### src/rtl/pipeline_ctrl_pkg.sv
// Shared types for the pipeline stall/flush sequencer: FSM states, the
// per-stage stall/flush bundle and the hard-wired zero register index.
package pipeline_ctrl_pkg;

   typedef enum logic [1:0] {
      RUN      = 2'd0,
      MD_BUSY  = 2'd1,
      MEM_WAIT = 2'd2,
      ERR      = 2'd3
   } ctrlState_t;

   typedef struct packed {
      logic stallF;
      logic stallD;
      logic stallE;
      logic stallM;
      logic flushD;
      logic flushE;
      logic flushM;
      logic flushW;
   } stallFlush_t;

   localparam logic [4:0] REG_ZERO = 5'd0;

endpackage

### src/rtl/sat_counter.sv
// Event counter that sticks at all-ones instead of wrapping.
module sat_counter #(
   parameter int CNT_W = 32
) (
   input  logic             clk,
   input  logic             clr,
   input  logic             inc,
   output logic [CNT_W-1:0] count
);

   always_ff @(posedge clk) begin
      if (clr)
         count <= '0;
      else if (inc && (count != '1))
         count <= count + CNT_W'(1);
   end

endmodule

### src/rtl/pipeline_controller.sv
// Stall/flush sequencer for the 5-stage pipeline: arbitrates memory waits,
// multi-cycle mult/div, taken branches and load-use hazards into stage enables.
//
// state    | meaning
// RUN      | normal flow; branch flush and load-use stall evaluated here
// MD_BUSY  | mult/div occupying Execute, F/D held, bubble into M
// MEM_WAIT | data memory outstanding, F/D/E/M held, bubble into W
// ERR      | memory timed out; F/D/E/M held until reset
module pipeline_controller
   import pipeline_ctrl_pkg::*;
#(
   parameter int MEM_TIMEOUT = 64,
   parameter int MD_LATENCY  = 8,
   parameter int CNT_W       = 32
) (
   input  logic             clk,
   input  logic             rst,
   input  logic             isloadE,
   input  logic [4:0]       rdE,
   input  logic [4:0]       rs1D,
   input  logic [4:0]       rs2D,
   input  logic             isbranchtakenE,
   input  logic             memreqM,
   input  logic             memreadyM,
   input  logic             mdstartE,
   output logic             stallF,
   output logic             stallD,
   output logic             stallE,
   output logic             stallM,
   output logic             flushD,
   output logic             flushE,
   output logic             flushM,
   output logic             flushW,
   output logic             mddoneE,
   output logic             memerr,
   output logic [CNT_W-1:0] stallcount,
   output logic [CNT_W-1:0] flushcount
);

   localparam int WAIT_W = $clog2(MEM_TIMEOUT + 1);
   localparam int MD_W   = $clog2(MD_LATENCY);
   localparam logic [WAIT_W-1:0] WAIT_LAST = WAIT_W'(MEM_TIMEOUT - 1);
   localparam logic [MD_W-1:0]   MD_LOAD   = MD_W'(MD_LATENCY - 1);

   localparam stallFlush_t CTL_MEM = 8'b1111_0001;
   localparam stallFlush_t CTL_MD  = 8'b1100_0010;
   localparam stallFlush_t CTL_BR  = 8'b0000_1100;
   localparam stallFlush_t CTL_LU  = 8'b1100_0100;
   localparam stallFlush_t CTL_ERR = 8'b1111_0000;

   ctrlState_t        state, stateNext, effState;
   logic [WAIT_W-1:0] waitCnt, waitNext;
   logic [MD_W-1:0]   mdCnt, mdNext;
   stallFlush_t       ctl;
   logic              memStall, loadUse, mdDone;
   logic              stallAny, flushAny;

   assign memStall = memreqM && !memreadyM;
   assign loadUse  = isloadE && (rdE != REG_ZERO) && ((rdE == rs1D) || (rdE == rs2D));

   always_ff @(posedge clk) begin
      if (rst) begin
         state   <= RUN;
         waitCnt <= '0;
         mdCnt   <= '0;
      end else begin
         state   <= stateNext;
         waitCnt <= waitNext;
         mdCnt   <= mdNext;
      end
   end

   always_comb begin
      stateNext = state;
      waitNext  = waitCnt;
      mdNext    = mdCnt;
      ctl       = '0;
      mdDone    = 1'b0;
      effState  = state;
      // The cycle memory completes is treated as the state we resume into, so a
      // frozen mult/div counts it and RUN hazards are not lost.
      if ((state == MEM_WAIT) && memreadyM) begin
         effState  = (mdCnt != '0) ? MD_BUSY : RUN;
         stateNext = effState;
         waitNext  = '0;
      end
      case (effState)
         RUN: begin
            if (memStall) begin
               ctl       = CTL_MEM;
               stateNext = MEM_WAIT;
               waitNext  = WAIT_W'(1);
            end else if (mdstartE) begin
               ctl       = CTL_MD;
               mdNext    = MD_LOAD;
               stateNext = MD_BUSY;
            end else if (isbranchtakenE) begin
               ctl = CTL_BR;
            end else if (loadUse) begin
               ctl = CTL_LU;
            end
         end
         MD_BUSY: begin
            if (memStall) begin
               ctl       = CTL_MEM;
               stateNext = MEM_WAIT;
               waitNext  = WAIT_W'(1);
            end else begin
               ctl = CTL_MD;
               if (mdCnt == MD_W'(1)) begin
                  mdDone    = 1'b1;
                  mdNext    = '0;
                  stateNext = RUN;
               end else begin
                  mdNext    = mdCnt - MD_W'(1);
                  stateNext = MD_BUSY;
               end
            end
         end
         MEM_WAIT: begin
            ctl = CTL_MEM;
            if (waitCnt == WAIT_LAST) begin
               stateNext = ERR;
               waitNext  = '0;
            end else begin
               waitNext = waitCnt + WAIT_W'(1);
            end
         end
         ERR: begin
            ctl = CTL_ERR;
         end
      endcase
   end

   assign stallF  = ctl.stallF;
   assign stallD  = ctl.stallD;
   assign stallE  = ctl.stallE;
   assign stallM  = ctl.stallM;
   assign flushD  = ctl.flushD;
   assign flushE  = ctl.flushE;
   assign flushM  = ctl.flushM;
   assign flushW  = ctl.flushW;
   assign mddoneE = mdDone;
   assign memerr  = (state == ERR);

   assign stallAny = ctl.stallF | ctl.stallD | ctl.stallE | ctl.stallM;
   assign flushAny = ctl.flushD | ctl.flushE;

   sat_counter #(.CNT_W(CNT_W)) uStallCnt (
      .clk   (clk),
      .clr   (rst),
      .inc   (stallAny),
      .count (stallcount)
   );

   sat_counter #(.CNT_W(CNT_W)) uFlushCnt (
      .clk   (clk),
      .clr   (rst),
      .inc   (flushAny),
      .count (flushcount)
   );

endmodule

### config.mk
export PLATFORM = sky130hd
export DESIGN_NAME = pipeline_controller
export DESIGN_NICKNAME = d
export VERILOG_FILES = /design/src/rtl/pipeline_ctrl_pkg.sv /design/src/rtl/sat_counter.sv /design/src/rtl/pipeline_controller.sv
export SDC_FILE = /design/constraint.sdc
export NUM_CORES = 1
export LEC_CHECK = 0
export CORE_MARGIN = 2
export CORE_UTILIZATION = 35
export DETAILED_ROUTE_END_ITERATION = 6
export HOLD_SLACK_MARGIN = 0.06
export PLACE_DENSITY_LB_ADDON = 0.25
export SLEW_MARGIN = 40
export SYNTH_ARGS = -nofsm -noshare
export SYNTH_HDL_FRONTEND = slang
export SYNTH_SLANG_ARGS = --single-unit
### constraint.sdc
create_clock -name clk -period 3.16 [get_ports clk]
set_input_delay 0.632 -clock clk [delete_from_list [all_inputs] [get_ports clk]]
set_output_delay 0.632 -clock clk [all_outputs]
set_load 0.05 [all_outputs]
==> impl_metrics.py <==
metrics = {
    "status": {
        "status": "finished, final reports clean",
    },
    "pwr": {
        "ir_worst_vdd_uv": 281,
        "post-layout-total-power_uw": 2530,
        "leakage_uw": 0.00191,
        "p_per_area_nw_per_um2": 439,
    },
    "finish": {
        "final_nets": 644,
        "synthToLayoutAreaGrowth_pct": 34.5,
        "layout_common_cells": "clkdlybuf4s50_1, dfxtp_1, a21oi_1",
        "antenna_cells": 0,
        "drive_gt1_share_pct": 10.6,
        "final_common_cell": "clkdlybuf4s50_1",
        "instances_no_fill": 768,
        "utilization_pct": 48.2,
    },
    "critical_path": {
        "path_max_fanout": 4,
        "critPathKind": "in -> out",
        "crit_chain": "clkdlybuf4s50_1 -> or4_1 -> o21ai_2 -> buf_4 -> nor2_1 -> a21oi_1 -> buf_4 -> inv_2 -> buf_4",
        "end_kind": "primary output",
        "crit_cells": 9,
        "cp_top_family": "buffers and inverters",
        "path_common_cell": "buf_4",
        "cp_slowest_cell": "clkdlybuf4s50_1",
        "cp.arrival_ns": 2.35,
        "cp_slowest_stage_delay_ns": 0.46,
        "r2r_cells": 7,
        "cp-start-kind": "input port",
        "path_buf_inv": 5,
        "crit_required_ns": 2.53,
    },
    "sta": {
        "fin_crit_ns": 2.98,
        "totalNegativeSetupSlack_ns": 0,
        "skew_ns": 0.00533,
        "worstMarginPinSlew_ns": 0.680,
        "finalMaxSlewViolations": 0,
        "worst_slack_ns": 0.177,
        "slew_headroom_pct": 54.3,
        "fin_crit_sh_pct": 94.4,
        "rsz0062_at_grt": "false",
        "setup_violations": 0,
        "hold_viol_final": 0,
        "fmax_mhz": 335,
    },
    "synth": {
        "synth-edff-count": 0,
        "ys_seq_area_share_pct": 35.5,
        "avgSynthCellArea_um2": 8.23,
        "yosys_warnings": 0,
        "synthCells": 521,
        "ys_types": 60,
        "synth_area_um2": 4290,
        "ys_seq_elements": 76,
        "syn_nets": 549,
        "synthArstFlopShare_pct": 0,
        "synth_ff_type": "dfxtp_1",
    },
    "clock_tree": {
        "clock_path_buffers": 2,
        "htree_levels": 3,
        "clock_latency_ns": 0.34,
        "cts_root_buf": "clkbuf_16",
        "postCtsSetupBuffers": 0,
        "tritoncts": "done",
        "cts_buffers": 9,
        "clk_pin_slew_ns": 0.06,
        "cts_sinks": 76,
    },
    "min_path": {
        "hold_depth": 2,
        "min_path_type": "reg -> reg",
    },
    "floorplan": {
        "row_count": 40,
        "fp.dieH_um": 115,
        "die_w_um": 115,
        "fp.dieArea_um2": 13200,
        "io_pins": 96,
        "start_util_pct": 35.8,
        "core_um2": 12000,
    },
    "placement": {
        "dpl.hpwl_um": 8060,
        "port_buffers": 95,
        "post-place-ws_ns": -0.0153,
        "gp_congestion": 0.796,
        "dp_cells": 752,
    },
    "grt": {
        "grt_remaining_overflow": 0,
        "grt_max_degree": 91,
        "antenna_found_initial": 0,
        "grt_usage_pct": 17.4,
        "grt_first_pass_wirelength_um": 18700,
        "grt_pass1_vias": 3854,
    },
    "routing": {
        "wl_per_cell_um": 14.8,
        "wirelength_um": 11400,
        "num_vias": 4262,
        "firstDrtPassIters": 4,
        "avgViaCountPerCell": 5.55,
        "drt-initial-drc-count": 179,
        "ant_nets": 0,
        "drc": 0,
    },
    "run": {
        "maxCapViolations": 0,
    },
}
[synth_stat cells, types with 13 or more instances]
library cell | instances | area (um2)
nand4_1 | 24 | 150
nand2_1 | 27 | 101
nor2b_1 | 16 | 100
or4_1 | 24 | 180
nand3_1 | 22 | 110
clkbuf_1 | 18 | 67.6
dfxtp_1 | 76 | 1520
a21oi_1 | 54 | 270
o31ai_1 | 21 | 158
inv_1 | 13 | 48.8
or3_1 | 25 | 156
nor2_1 | 42 | 158
o21ai_0 | 25 | 125
[kinds of logic after synthesis]
family,Yosys count,share of synthesized area [%]
AOI/OAI and AO/OA,132,18.2
adders and majority gates,6,1.75
and+or+nand+nor,240,33.0
DFF,76,35.5
xor gates and xnor gates,12,2.45
muxes,14,4.14
buffers and inverters,41,4.96
[worst paths after layout]
| check | startpoint | end | slack [ns] |
|---|---|---|---|
| setup reg to reg | uFlushCnt.count[4] | uFlushCnt.count[1] | 0.63 |
| hold / removal | waitCnt[6] | waitCnt[6] | 0.47 |
| hold reg to reg | waitCnt[6] | waitCnt[6] | 0.47 |
| setup / recovery | rdE[4] | stallF | 0.18 |
[area by class of cell]
class,count,area (um2)
clock buffer,10,229
clock inverter,6,111
fill,1133,6190
inverter,13,48.8
multi-input combinational,404,2560
sequential,76,1520
tap,147,184
timing repair buffer,112,1110
[flip-flops by register name, indices dropped and copies added, names as in the netlist]
register and count:
uStallCnt.count 32, mdCnt 3, state 2, uFlushCnt.count 32
waitCnt 7
[report_power, final]
part	total, uW	switching [uW]	internal (uW)
Sequential	996	21.0	975
Clock	1190	417	773
Combinational	345	210	134
Total	2530	648	1880
[layer usage]
| layer | GRT usage (%) | part of all wire (%) |
|---|---|---|
| met1 | 22.5 | 47 |
| met2 | 28.7 | 46 |
| met3 | 4.55 | 5.1 |
| met4 | 4.55 | 0.99 |
| met5 | 0 | 0 |
[per-stage QoR]
step / instance area, um2 / hold WS, ns
floorplan: 4290 / 0.437
CTS: 5760 / 0.476
detailed placement: 5410 / 0.467
global placement: 5410 / 0.452
global route: 5770 / 0.508
finish: 5770 / 0.474
[timing repair]
item | CTS | global route
hold buffers | 0 | 0
resized for setup | 1 | 4
hold endpoints to repair | 0 | 0
endpoints found under the setup margin | 1 | 3
[tightest hold or removal path: stages, from the launching register on]
cell and delay (ns):
dfxtp_1 0.32, nand2b_1 0.07, a21oi_1 0.04
Note: power is estimated with default switching activity, not from simulation.
